<file path="src/rtl/accu_rr_sched_pkg.sv">
// Shared types and helpers for the round-robin accumulation scheduler.
package accu_rr_sched_pkg;

    // Upper bound on channel count; the arbitration helper is sized for it.
    localparam int MAX_CH     = 8;
    localparam int DEF_NUM_CH = 4;
    localparam int DEF_DATA_W = 8;
    localparam int DEF_GROUP  = 4;

    typedef enum logic [1:0] {
        IDLE = 2'd0,
        LOCK = 2'd1,
        OUT  = 2'd2
    } state_e;

    typedef struct packed {
        logic       found;
        logic [2:0] idx;
    } pick_t;

    // First asserted request at or after ptr, wrapping within n channels.
    function automatic pick_t rr_pick(input logic [MAX_CH-1:0] vld,
                                      input int ptr,
                                      input int n);
        pick_t r;
        int    c;
        r.found = 1'b0;
        r.idx   = '0;
        for (int k = 0; k < MAX_CH; k++) begin
            c = (ptr + k) % n;
            if ((k < n) && !r.found && vld[c]) begin
                r.found = 1'b1;
                r.idx   = c[2:0];
            end
        end
        return r;
    endfunction

endpackage

</file>
<file path="src/rtl/accu_rr_sched_if.sv">
// Producer/consumer bus for the scheduler: per-channel beats in, tagged sums out.
interface accu_rr_sched_if
    import accu_rr_sched_pkg::*;
#(
    parameter int NUM_CH = DEF_NUM_CH,
    parameter int DATA_W = DEF_DATA_W,
    parameter int OUT_W  = DEF_DATA_W + $clog2(DEF_GROUP),
    parameter int CH_W   = (NUM_CH > 1) ? $clog2(NUM_CH) : 1
) ();

    logic [NUM_CH-1:0]        valid_a;
    logic [NUM_CH*DATA_W-1:0] data_in;
    logic [NUM_CH-1:0]        ready_a;
    logic                     valid_b;
    logic                     ready_b;
    logic [OUT_W-1:0]         data_out;
    logic [CH_W-1:0]          ch_out;
    logic                     busy;

    // Scheduler side.
    modport slave (
        input  valid_a, data_in, ready_b,
        output ready_a, valid_b, data_out, ch_out, busy
    );

    // Producers and consumer side.
    modport master (
        output valid_a, data_in, ready_b,
        input  ready_a, valid_b, data_out, ch_out, busy
    );

endinterface

</file>
<file path="src/rtl/accu_rr_sched_group_core.sv">
// Accumulation datapath: running sum, beat counter and the held group result.
module accu_rr_sched_group_core
    import accu_rr_sched_pkg::*;
#(
    parameter int DATA_W = DEF_DATA_W,
    parameter int GROUP  = DEF_GROUP,
    parameter int OUT_W  = DATA_W + $clog2(GROUP)
) (
    input  logic              clk,
    input  logic              rst,
    input  logic              beat_fire_i,
    input  logic              clear_i,
    input  logic [DATA_W-1:0] sel_data_i,
    output logic              last_beat_o,
    output logic [OUT_W-1:0]  result_o
);

    localparam int              CNT_W = $clog2(GROUP);
    localparam logic [CNT_W-1:0] LAST = CNT_W'(GROUP - 1);

    logic [OUT_W-1:0] acc_q, acc_d;
    logic [OUT_W-1:0] res_q, res_d;
    logic [CNT_W-1:0] cnt_q, cnt_d;
    logic [OUT_W-1:0] base;
    logic [OUT_W-1:0] sum;

    // clear_i marks the first beat of a group: it starts a fresh sum.
    assign base        = clear_i ? '0 : acc_q;
    assign sum         = base + OUT_W'(sel_data_i);
    assign last_beat_o = beat_fire_i && !clear_i && (cnt_q == LAST);
    assign result_o    = res_q;

    // Next-state: accumulate each beat; the final beat moves the sum to the result.
    always_comb begin
        acc_d = acc_q;
        cnt_d = cnt_q;
        res_d = res_q;
        if (beat_fire_i) begin
            if (last_beat_o) begin
                res_d = sum;
                acc_d = '0;
                cnt_d = '0;
            end else begin
                acc_d = sum;
                cnt_d = clear_i ? CNT_W'(1) : cnt_q + 1'b1;
            end
        end
    end

    // Datapath registers.
    always_ff @(posedge clk or posedge rst) begin
        if (rst) begin
            acc_q <= '0;
            cnt_q <= '0;
            res_q <= '0;
        end else begin
            acc_q <= acc_d;
            cnt_q <= cnt_d;
            res_q <= res_d;
        end
    end

endmodule

</file>
<file path="src/rtl/accu_rr_sched.sv">
// Round-robin scheduler granting one channel per accumulation group.
module accu_rr_sched
    import accu_rr_sched_pkg::*;
#(
    parameter int NUM_CH = DEF_NUM_CH,
    parameter int DATA_W = DEF_DATA_W,
    parameter int GROUP  = DEF_GROUP,
    parameter int OUT_W  = DATA_W + $clog2(GROUP),
    parameter int CH_W   = (NUM_CH > 1) ? $clog2(NUM_CH) : 1
) (
    input  logic                  clk,
    input  logic                  rst,
    accu_rr_sched_if.slave        bus
);

    state_e            state_q, state_d;
    logic [CH_W-1:0]   ptr_q, grant_q, ch_q;
    logic              valid_b_q;
    logic [CH_W-1:0]   sel;
    logic [NUM_CH-1:0] ready;
    logic [DATA_W-1:0] sel_data;
    logic [OUT_W-1:0]  result;
    logic              beat_fire, last_beat, out_fire;
    pick_t             pick;

    assign pick      = rr_pick(MAX_CH'(bus.valid_a), int'(ptr_q), NUM_CH);
    // In IDLE the candidate is the arbitration winner; afterwards the locked channel.
    assign sel       = (state_q == IDLE) ? CH_W'(pick.idx) : grant_q;
    assign sel_data  = bus.data_in[int'(sel)*DATA_W +: DATA_W];
    assign beat_fire = |(bus.valid_a & ready);
    assign out_fire  = valid_b_q & bus.ready_b;

    accu_rr_sched_group_core #(
        .DATA_W (DATA_W),
        .GROUP  (GROUP),
        .OUT_W  (OUT_W)
    ) u_core (
        .clk         (clk),
        .rst         (rst),
        .beat_fire_i (beat_fire),
        .clear_i     (state_q == IDLE),
        .sel_data_i  (sel_data),
        .last_beat_o (last_beat),
        .result_o    (result)
    );

    // State register.
    always_ff @(posedge clk or posedge rst) begin
        if (rst) state_q <= IDLE;
        else     state_q <= state_d;
    end

    // Next-state: first beat locks the grant, last beat presents the sum.
    always_comb begin
        state_d = state_q;
        unique case (state_q)
            IDLE:    if (beat_fire) state_d = LOCK;
            LOCK:    if (last_beat) state_d = OUT;
            OUT:     if (out_fire)  state_d = IDLE;
            default: state_d = IDLE;
        endcase
    end

    // Output decode: ready only toward the winner (IDLE) or the locked channel.
    always_comb begin
        ready = '0;
        unique case (state_q)
            IDLE:    if (pick.found) ready[sel] = 1'b1;
            LOCK:    ready[grant_q] = 1'b1;
            default: ready = '0;
        endcase
    end

    // Grant, round-robin pointer and result handshake registers.
    always_ff @(posedge clk or posedge rst) begin
        if (rst) begin
            ptr_q     <= '0;
            grant_q   <= '0;
            ch_q      <= '0;
            valid_b_q <= 1'b0;
        end else begin
            if ((state_q == IDLE) && beat_fire) grant_q <= sel;
            if ((state_q == LOCK) && last_beat) begin
                valid_b_q <= 1'b1;
                ch_q      <= grant_q;
                ptr_q     <= (grant_q == CH_W'(NUM_CH - 1)) ? '0 : grant_q + 1'b1;
            end else if (out_fire) begin
                valid_b_q <= 1'b0;
            end
        end
    end

    assign bus.ready_a  = ready;
    assign bus.valid_b  = valid_b_q;
    assign bus.data_out = result;
    assign bus.ch_out   = ch_q;
    assign bus.busy     = (state_q != IDLE);

endmodule

</file>
<file path="src/flat_wrapper.sv">
// flat-port wrapper written by rule: the top's interface ports become plain ports
module accu_rr_sched_flat import accu_rr_sched_pkg::*;
#(
    parameter int NUM_CH = DEF_NUM_CH,
    parameter int DATA_W = DEF_DATA_W,
    parameter int GROUP  = DEF_GROUP,
    parameter int OUT_W  = DATA_W + $clog2(GROUP),
    parameter int CH_W   = (NUM_CH > 1) ? $clog2(NUM_CH) : 1
)
  (clk, rst, bus_valid_a, bus_data_in, bus_ready_b, bus_ready_a, bus_valid_b, bus_data_out, bus_ch_out, bus_busy);
  accu_rr_sched_if #(.NUM_CH(NUM_CH), .DATA_W(DATA_W), .OUT_W(OUT_W), .CH_W(CH_W)) bus_i ();
  input  logic clk;
  input  logic rst;
  input wire logic [$bits(bus_i.valid_a)-1:0] bus_valid_a;
  input wire logic [$bits(bus_i.data_in)-1:0] bus_data_in;
  input wire logic [$bits(bus_i.ready_b)-1:0] bus_ready_b;
  output wire logic [$bits(bus_i.ready_a)-1:0] bus_ready_a;
  output wire logic [$bits(bus_i.valid_b)-1:0] bus_valid_b;
  output wire logic [$bits(bus_i.data_out)-1:0] bus_data_out;
  output wire logic [$bits(bus_i.ch_out)-1:0] bus_ch_out;
  output wire logic [$bits(bus_i.busy)-1:0] bus_busy;
  assign bus_i.valid_a = bus_valid_a;
  assign bus_i.data_in = bus_data_in;
  assign bus_i.ready_b = bus_ready_b;
  assign bus_ready_a = bus_i.ready_a;
  assign bus_valid_b = bus_i.valid_b;
  assign bus_data_out = bus_i.data_out;
  assign bus_ch_out = bus_i.ch_out;
  assign bus_busy = bus_i.busy;
  accu_rr_sched #(.NUM_CH(NUM_CH), .DATA_W(DATA_W), .GROUP(GROUP), .OUT_W(OUT_W), .CH_W(CH_W)) u_core (.clk(clk), .rst(rst), .bus(bus_i));
endmodule
</file>
<file path="config.mk">
export PLATFORM = sky130hd
export DESIGN_NAME = accu_rr_sched_flat
export DESIGN_NICKNAME = d
export VERILOG_FILES = /design/src/rtl/accu_rr_sched_pkg.sv /design/src/rtl/accu_rr_sched_if.sv /design/src/rtl/accu_rr_sched_group_core.sv /design/src/rtl/accu_rr_sched.sv /design/src/flat_wrapper.sv
export SDC_FILE = /design/constraint.sdc
export NUM_CORES = 1
export LEC_CHECK = 0
export ABC_AREA = 1
export CAP_MARGIN = 5
export CORE_UTILIZATION = 46
export DETAILED_ROUTE_END_ITERATION = 16
export GPL_TIMING_DRIVEN = 0
export PLACE_DENSITY = 0.77
export SYNTH_ARGS = -nofsm -noshare
export SYNTH_HDL_FRONTEND = slang
export SYNTH_SLANG_ARGS = --single-unit
</file>
<file path="constraint.sdc">
create_clock -name clk -period 3.71 [get_ports clk]
set_clock_uncertainty 0.05 [all_clocks]
set_input_delay 0.9275 -clock clk [delete_from_list [all_inputs] [get_ports clk]]
set_output_delay 0.9275 -clock clk [all_outputs]
set_load 0.02 [all_outputs]
</file>
# Word-level counts from Yosys, hierarchy flattened
# Cells that the tools add are included.
[word_totals] ff_bits=31 inputBits=39 output_inout_bits=18 wordCells=90
[classes] add_sub_neg=6 n_lt_le_gt_ge=8 n_eq_ne=7 shift=1 muxes=33 n_bitwise=5 n_reduce_logical=22
[op_table] op="$shiftx 32x6->8" n=1
[op_table] op="$mux 10" n=2
[op_table] op="$mux 4" n=5
[op_table] op="$lt 3x5->1 const B" n=3
[op_table] op="$mux 2" n=7
[op_table] op="$mux 1" n=11
[op_table] op="$add 10x8->10" n=1
[op_table] op="$bmux 1 s3" n=3
[op_table] op="$logic_and 1x1->1" n=9
[op_table] op="$pmux 4 s2" n=1
[op_table] op="$add 2x1->2 const B" n=3
[op_table] op="$eq 2x2->1 const B" n=3
[op_table] op="$lt 2x3->1 const B" n=2
[op_table] op="$ne 2x1->1 const B" n=3
[op_table] op="$pmux 2 s3" n=1
[op_table] op="$reduce_or 2->1" n=3
[op_table] op="$add 2x2->2 const B" n=2
[op_table] op="$and 4x4->4" n=1
[op_table] op="$demux 1 s2" n=2
[op_table] op="$ge 2x1->1 const B" n=2
[op_table] op="$logic_not 1->1" n=4
[op_table] op="$lt 2x4->1 const B" n=1
[op_table] op="$reduce_bool 2->1" n=2
[op_table] op="$reduce_or 4->1" n=1
[op_table] op="other kinds (7)" n=9

# Longest topological paths before layout
# Gate-level depths: netlist of the first run.
[depth] ltp_word=27 depth_mapped=31 ltp_nobuf=30

# Cells and area by module
# A second synthesis of the first run with hierarchy kept.
[unflattened] cells_unflattened=364 area_unflattened_um2=2468.6
[modules_own_cells] mod="accu_rr_sched_group_core" instances=1 cells_each=188 area_each_um2=1416.4 seq_area_each_um2=550.5
[modules_own_cells] mod="accu_rr_sched" instances=1 cells_each=176 area_each_um2=1052.3 seq_area_each_um2=225.2

# Worst setup path after synthesis of the first run
# OpenSTA, ideal clock, no wires.
[synth_timing] path_type="input to register" startpoint="input bus_valid_a[3]" endpoint="register u_core.u_core.acc_q[8]" setup_time_ns=0.072 arrival_time_ns=4.067 t_required_ns=3.588 slack_ns=-0.479 stages=29 path_buffers=1 path_cell_list="inv_1 nand2_1 nand3_1 nand2_2 nor2_4 nand3_2 nand2_2 inv_2 nand2_1 nand2_1 clkbuf_1 nor2_1 a22oi_1 nand3_1 ha_1 fa_1 nand3_1 nand2_1 nand2_1 nand2_1 a21oi_1 nor2_1 o21ai_0 nand2_1 xor2_1 inv_1 nand2_1 nand2_1 nor2_1"
[synth_between] elab_chain_len=24 word_cells_on_any_way=36 cone_classes="add/sub: 1; order compare: 2; shift: 1; mux: 21; bitwise: 1; reduce/logical: 10"
[synth_lines] element="from (decl)" line="flat_wrapper.sv:14" rtl="input wire logic [$bits(bus_i.valid_a)-1:0] bus_valid_a;"
[synth_lines] element="$bmux 1 s2" line="accu_rr_sched_pkg.sv:31" rtl="if ((k < n) && !r.found && vld[c]) begin"
[synth_lines] element="$mux 1 (not written as such)" line="accu_rr_sched_pkg.sv:31"
[synth_lines] element="$mux 4" line="accu_rr_sched_pkg.sv:31"
[synth_lines] element="$logic_not 1->1" line="accu_rr_sched_pkg.sv:31"
[synth_lines] element="$logic_and 1x1->1" line="accu_rr_sched_pkg.sv:31"
[synth_lines] element="$mux 4" line="accu_rr_sched_pkg.sv:31"
[synth_lines] element="$logic_not 1->1" line="accu_rr_sched_pkg.sv:31"
[synth_lines] element="$logic_and 1x1->1" line="accu_rr_sched_pkg.sv:31"
[synth_lines] element="[7 not listed]"
[synth_lines] element="$mux 1 (not written as such)" line="accu_rr_sched.sv:68" rtl="IDLE: if (pick.found) ready[sel] = 1'b1;"
[synth_lines] element="$demux 1 s2"
[synth_lines] element="$mux 4" line="accu_rr_sched.sv:68"
[synth_lines] element="$pmux 4 s2" line="accu_rr_sched.sv:67" rtl="unique case (state_q)"
[synth_lines] element="$and 4x4->4" line="accu_rr_sched.sv:30" rtl="assign beat_fire = |(bus.valid_a & ready);"
[synth_lines] element="$reduce_or 4->1" line="accu_rr_sched.sv:30"
[synth_lines] element="$logic_and 1x1->1 (2 in series)" line="accu_rr_sched_group_core.sv:30" rtl="assign last_beat_o = beat_fire_i && !clear_i && (cnt_q == LAST);"
[synth_lines] element="$mux 10" line="accu_rr_sched_group_core.sv:39" rtl="if (last_beat_o) begin"
[synth_lines] element="to (signal assigned)" line="accu_rr_sched_group_core.sv:53" rtl="acc_q <= '0;"
[synth_lines] element="to (signal assigned)" line="accu_rr_sched_group_core.sv:57" rtl="acc_q <= acc_d;"
[synth_lines] element="to (decl)" line="accu_rr_sched_group_core.sv:21" rtl="logic [OUT_W-1:0] acc_q, acc_d;"
# Several ways; a longest one is shown, not always the timed one. The select of a mux whose other input is x is not followed.
# A chain may end at the register's enable or synchronous reset.

# Worst setup path after layout of the first run
[layout_timing] startpoint="input bus_valid_a[2]" endpoint="register u_core.u_core.res_q[8] (netlist: u_core.u_core.result_o[8])"
[layout_between] elab_chain_len=24 word_cells_on_any_way=36 cone_classes="add/sub: 1; order compare: 2; shift: 1; mux: 20; bitwise: 1; reduce/logical: 11"
[layout_lines] element="$bmux 1 s2" line="accu_rr_sched_pkg.sv:31"
[layout_lines] element="$mux 1 (not written as such)" line="accu_rr_sched_pkg.sv:31"
[layout_lines] element="$mux 4" line="accu_rr_sched_pkg.sv:31"
[layout_lines] element="$logic_not 1->1" line="accu_rr_sched_pkg.sv:31"
[layout_lines] element="$logic_and 1x1->1" line="accu_rr_sched_pkg.sv:31"
[layout_lines] element="$mux 4" line="accu_rr_sched_pkg.sv:31"
[layout_lines] element="$logic_not 1->1" line="accu_rr_sched_pkg.sv:31"
[layout_lines] element="$logic_and 1x1->1" line="accu_rr_sched_pkg.sv:31"
[layout_lines] element="[7 not listed]"
[layout_lines] element="$mux 1 (not written as such)" line="accu_rr_sched.sv:68"
[layout_lines] element="$demux 1 s2"
[layout_lines] element="$mux 4" line="accu_rr_sched.sv:68"
[layout_lines] element="$pmux 4 s2" line="accu_rr_sched.sv:67"
[layout_lines] element="$and 4x4->4" line="accu_rr_sched.sv:30"
[layout_lines] element="$reduce_or 4->1" line="accu_rr_sched.sv:30"
[layout_lines] element="$logic_and 1x1->1 (2 in series)" line="accu_rr_sched_group_core.sv:30"
[layout_lines] element="$reduce_and 2->1 (no line)"
[layout_lines] element="to (signal assigned)" line="accu_rr_sched_group_core.sv:59" rtl="res_q <= res_d;"
[layout_lines] element="to (decl)" line="accu_rr_sched_group_core.sv:22" rtl="logic [OUT_W-1:0] res_q, res_d;"
# Several ways; a longest one is shown, not always the timed one. The select of a mux whose other input is x is not followed.

==> flow_summary.toml, run 1 <==
[synthesis]
synth.largest_area_cell = "dfrtp_1"
syn_inst = 373
seq_area_frac_synth_pct = 31.2
yosysUniqueCellTypes = 29
ys_async_sr_fraction_pct = 100
yosysWarnings = 0
synthTopCellsByArea = "dfrtp_1 (31%), nand2_1 (20%), nand3_1 (8.0%), ha_1 (6.5%), inv_1 (6.3%)"
syn_area_sq_mm = 0.00249
synth-edff-count = 0
syn_avg_cell_area_sq_um = 6.67
synth_top_cell_area_share_pct = 31.2
synth_fp_nets = 426
yosysMostFrequentCell = "nand2_1"
synth_seq_cells = 31
synthFlopType = "dfrtp_1"
synth_common_cells = "nand2_1 (134), inv_1 (42), nand3_1 (40)"

[detailed_routing]
route.detailed.drc = 0
vias = 2832
ant_nets = 0
routedWlPerCell_um = 14.2
routed_via_density = 5.23
drtPass1Iterations = 4
wirelength_mm = 7.68
first_iter_violations = 92

[cells_and_area]
syn_to_final_growth_pct = 56.9
fin_nets = 523
layout-drive-gt1-share_pct = 29.9
n_antenna_cell = 0
fillers = 372

[place]
globalplace.congestion = 0.823
io_buffer_count = 56
hpwl_mm = 4.91

[clock_tree]
htree_levels = 2
clock-sinks = 31
clk_pin_slew_ps = 70
cts_buffer_depth = 2
cts_tree = "built"
ctsRootBufferMaster = "clkbuf_8"
ctsHoldBuffers = 0
worstSkewPairLatency_ps = 290
numCtsBuffers = 5

[timing]
tightest_slew_ps = 497
layout_setup_ws_ps = -167
setup_viol = 5
finalMaxSlewViolations = 0
period_minus_slack_ps = 3880
whs_ps = 421
fmax_mhz = 258
rsz0062_at_grt = "yes"
finalHoldViolCount = 0
finalCritPeriodShare_pct = 105
timing.slew.headroom_pct = 66.9

[die]
rows = 26
io_pins = 57
initial_core_util_pct = 48.1
dieArea_sq_mm = 0.00571
die_x_um = 75.6
core-area_sq_mm = 0.00517
chipHeight_um = 75.6

[setup_path]
r2r_slack_ps = -90
worstSetupPathType = "in -> reg"
cp_data_arrival_time_ps = 4010
critPathTopFamily = "simple AND/OR/NAND/NOR gates"
cp_max_fo = 6
startpoint_type = "primary input"
crit_buf_inv = 6
cp-end-kind = "flop"
max_stage_delay_ps = 350
cpMostUsedCell = "nand2_4"
required_ps = 3840
cp_slowest_cell = "fa_2"

[grt]
grt_max_degree = 32
antenna_found_initial = 0
grt_pass1_wl_mm = 10.5
grt_pass1_vias = 2442
track_usage_pct = 24.2
overflow = 0

[outcome]
violations = "negative setup slack"
outcome = "finished with violations"

[flow_run]
timing.max_cap.violations = 0

[hold_path]
timing.hold.worst.class = "reg -> reg"
flip-flops by register name, summed over array words and instances (netlist names):
| name | cells |
|---|---|
| u_core.u_core.cnt_q | 2 |
| u_core.bus.valid_b | 1 |
| u_core.u_core.acc_q | 10 |
| u_core.bus.ch_out | 2 |
| u_core.grant_q | 2 |
| u_core.u_core.result_o | 10 |
| u_core.ptr_q | 2 |
| u_core.state_q | 2 |
worst reg2reg max path: cells and delay by family, from the launching register on:
| kind | cells | cell delay, ps |
|---|---|---|
| compound gates | 3 | 450 |
| flops | 1 | 530 |
| fa+ha+maj | 2 | 530 |
| xor+xnor | 1 | 170 |
| buf+inv | 5 | 480 |
| simple gates | 19 | 1500 |
cells in the final DEF (no fill, tap or decap), types with 3 or more instances in the layout:
cell type          n
a21oi_1            3
a21oi_2            4
a22oi_2            6
buf_2              3
buf_4             32
buf_6              7
buf_8              3
clkbuf_1           3
clkbuf_8           6
clkdlybuf4s50_1   48
dfrtp_1           31
dlygate4sd2_1      3
ha_1               8
ha_4               5
inv_1             34
inv_2             10
inv_6              3
nand2_1          111
nand2_2           22
nand2_4            8
nand3_1           31
nand3_2           11
nand4_1           16
nor2_1            27
o21ai_0            3
xor2_1             4
per-layer routing:
metal  track usage, %  up-vias  wire (um)
met1             28.0     1382       3070
met4             4.94        0         78
met5                0        -          0
met2             46.5       61       4290
met3             4.23        8        243
li1                 -     1381          -
final timing paths:
kind                                                 from                        end  depth (start not counted)
max in group asynchronous                             rst  u_core.u_core.result_o[5]                          3
worst max-delay path                       bus_valid_a[2]  u_core.u_core.result_o[8]                         30
worst min register to register  u_core.u_core.result_o[5]  u_core.u_core.result_o[5]                          2
worst min-delay path            u_core.u_core.result_o[5]  u_core.u_core.result_o[5]                          2
min in group asynchronous                             rst         u_core.bus.valid_b                          2
worst max register to register            u_core.ptr_q[1]  u_core.u_core.result_o[8]                         30
repair_timing:
item / in CTS / in global routing
gates cloned: 0 / 0
endpoints found under the hold margin: 0 / 0
endpoints found under the setup margin: 22 / 11
setup buffers: 19 / 14
gates resized for setup: 48 / 46
pin swaps: 24 / 20
per-stage QoR:
| stage | worst slack, ps | TNS, ps | instance area (sq um) | cells | utilization [%] |
|---|---|---|---|---|---|
| floorplan | -108 | -181 | 2580 | 373 | - |
| global placement | -1120 | -14620 | 3230 | 499 | 62.4 |
| detailed placement | -1160 | -15330 | 3230 | 499 | 62.4 |
| CTS | -58.0 | -64.2 | 3580 | 526 | 69.1 |
| global route | -396 | -2190 | 3910 | 541 | 75.5 |
| finish | -167 | -384 | 3910 | 541 | 75.5 |
logic make-up after synthesis:
logic type | Yosys count | share of synthesized area, %
flops | 31 | 31.2
fa+ha+maj | 14 | 7.34
compound gates | 26 | 6.84
simple gates | 235 | 42.3
xor+xnor | 6 | 2.11
buf+inv | 61 | 10.3
final cells by class:
cell class / count / area [sq um] / area share (%)
multi-input cells: 281 / 1780 / 45.5
repair buffers: 90 / 856 / 21.9
flip-flops and latches: 31 / 776 / 19.9
inverters: 49 / 204 / 5.22
plain buffers: 12 / 86.3 / 2.21
well taps: 70 / 87.6 / 2.24
clock buffers: 6 / 82.6 / 2.11
clock inverters: 2 / 35.0 / 0.897
Power of run 1 is not shown: default switching activity piles up to over one toggle a cycle in this logic, so the estimate is an artifact.
==> run 2, diff against run 1 <==
--- a/config.mk
+++ b/config.mk
@@ -7,9 +7,9 @@
 export LEC_CHECK = 0
 export ABC_AREA = 1
 export CAP_MARGIN = 5
+export CORE_MARGIN = 2
 export CORE_UTILIZATION = 46
 export DETAILED_ROUTE_END_ITERATION = 16
-export GPL_TIMING_DRIVEN = 0
 export PLACE_DENSITY = 0.77
 export SYNTH_ARGS = -nofsm -noshare
 export SYNTH_HDL_FRONTEND = slang
==> flow_summary.toml, run 2 (synthesized netlist as in run 1, its figures left out) <==
[outcome]
outcome = "finished with violations"
violations = "negative setup slack"

[place]
hpwl_mm = 5.16
globalplace.congestion = 0.899
pre_cts_slack_ps = -755
io_buffer_count = 56

[cells_and_area]
layout-drive-gt1-share_pct = 28.0
mostFrequentLayoutCells = "nand2_1 (114), clkdlybuf4s50_1 (48), buf_4 (39)"
mostFrequentLayoutCell = "nand2_1"
n_antenna_cell = 0
final_core_util_pct = 73.7
fillers = 374
syn_to_final_growth_pct = 53.1
fin_nets = 517

[grt]
grt_pass1_vias = 2759
overflow = 0
antenna_found_initial = 0
grt_pass1_wl_mm = 11.6
grt_max_degree = 32
track_usage_pct = 23.2

[detailed_routing]
routedWlPerCell_um = 14.0
routed_via_density = 5.20
wirelength_mm = 7.47
vias = 2782
first_iter_violations = 179
drtPass1Iterations = 5
route.detailed.drc = 0
ant_nets = 0

[die]
chipHeight_um = 77.6
initial_core_util_pct = 48.1
rows = 26
dieArea_sq_mm = 0.00601
core-area_sq_mm = 0.00517
die_x_um = 77.6
io_pins = 57

[setup_path]
cp_max_fo = 4
r2r_cells = 26
required_ps = 3880
cp-end-kind = "flop"
cpMostUsedCell = "nand2_1"
cp_slowest_cell = "ha_4"
max_stage_delay_ps = 270
startpoint_type = "primary input"
worstSetupPathType = "in -> reg"
cp_data_arrival_time_ps = 3980

[timing]
tightest_slew_ps = 878
finalCritPeriodShare_pct = 103
layout_setup_ws_ps = -101
finalHoldViolCount = 0
timing.slew.headroom_pct = 41.2
setup_viol = 3
finalMaxSlewViolations = 0
fmax_mhz = 262
whs_ps = 428
period_minus_slack_ps = 3810
rsz0062_at_grt = "yes"

[clock_tree]
cts_buffer_depth = 2
clock-sinks = 31
worstSkewPairLatency_ps = 280
cts_tree = "built"
ctsHoldBuffers = 0
ctsRootBufferMaster = "clkbuf_8"
clk_pin_slew_ps = 70
htree_levels = 2
numCtsBuffers = 5

[hold_path]
holdPathStages = 2
timing.hold.worst.class = "reg -> reg"

[flow_run]
timing.max_cap.violations = 0
[run 2: cell types whose count changed in the layout (fill, tap and decap cells not counted), sizes merged]
cell,previous run,this run
dlygate4sd2,3,4
clkdlybuf4s15,1,0
clkbuf,10,6
buf,46,44
[run 2: area by class of cell]
cell class / instances / area (sq um) / share of cell area [%]
Clock buffer: 6 / 82.6 / 2.17
Clock inverter: 2 / 35.0 / 0.920
Inverter: 49 / 204 / 5.35
Multi-Input combinational cell: 281 / 1760 / 46.1
Tap cell: 70 / 87.6 / 2.30
Timing Repair Buffer: 96 / 868 / 22.8
Sequential cell: 31 / 776 / 20.4
[run 2: metrics by stage]
stage                     cell area [sq um]  std cells  setup TNS, ps
after floorplan                        2580        373           -181
after global placement                 3390        520         -10920
after detailed placement               3390        520         -13080
after CTS                              3540        529              0
after global routing                   3810        535          -1640
final                                  3810        535           -158
[run 2: final timing paths]
path	to	slack (ps)	start
min	u_core.u_core.result_o[6]	430	u_core.u_core.result_o[6]
max in group asynchronous	u_core.u_core.acc_q[9]	2340	rst
min in group asynchronous	u_core.bus.valid_b	970	rst
min reg2reg	u_core.u_core.result_o[6]	430	u_core.u_core.result_o[6]
max	u_core.u_core.acc_q[7]	-100	bus_valid_a[3]
max reg2reg	u_core.u_core.acc_q[7]	-10	u_core.ptr_q[0]
[run 2: layer usage]
metal	global-route usage, %	up-vias	wire length [um]
met4	6.25	0	133
met2	43.7	55	4180
li1	-	1371	-
met5	0	-	0
met3	4.07	14	186
met1	26.9	1342	2960
[run 2: worst max-delay path: cells and delay by family]
kind | cells | cell delay (ps)
xor gates and xnor gates | 1 | 240
adders and majority gates | 1 | 270
AOI/OAI and AO/OA | 6 | 950
and+or+nand+nor | 14 | 1140
buffers and inverters | 5 | 430
[run 2: what timing repair did]
item	in CTS	in global routing
hold endpoints to repair	0	0
gates resized for setup	24	56
pin swaps	6	31
setup endpoints to repair	19	15
buffers inserted	1	7
Power of run 2 is left out for the same reason.
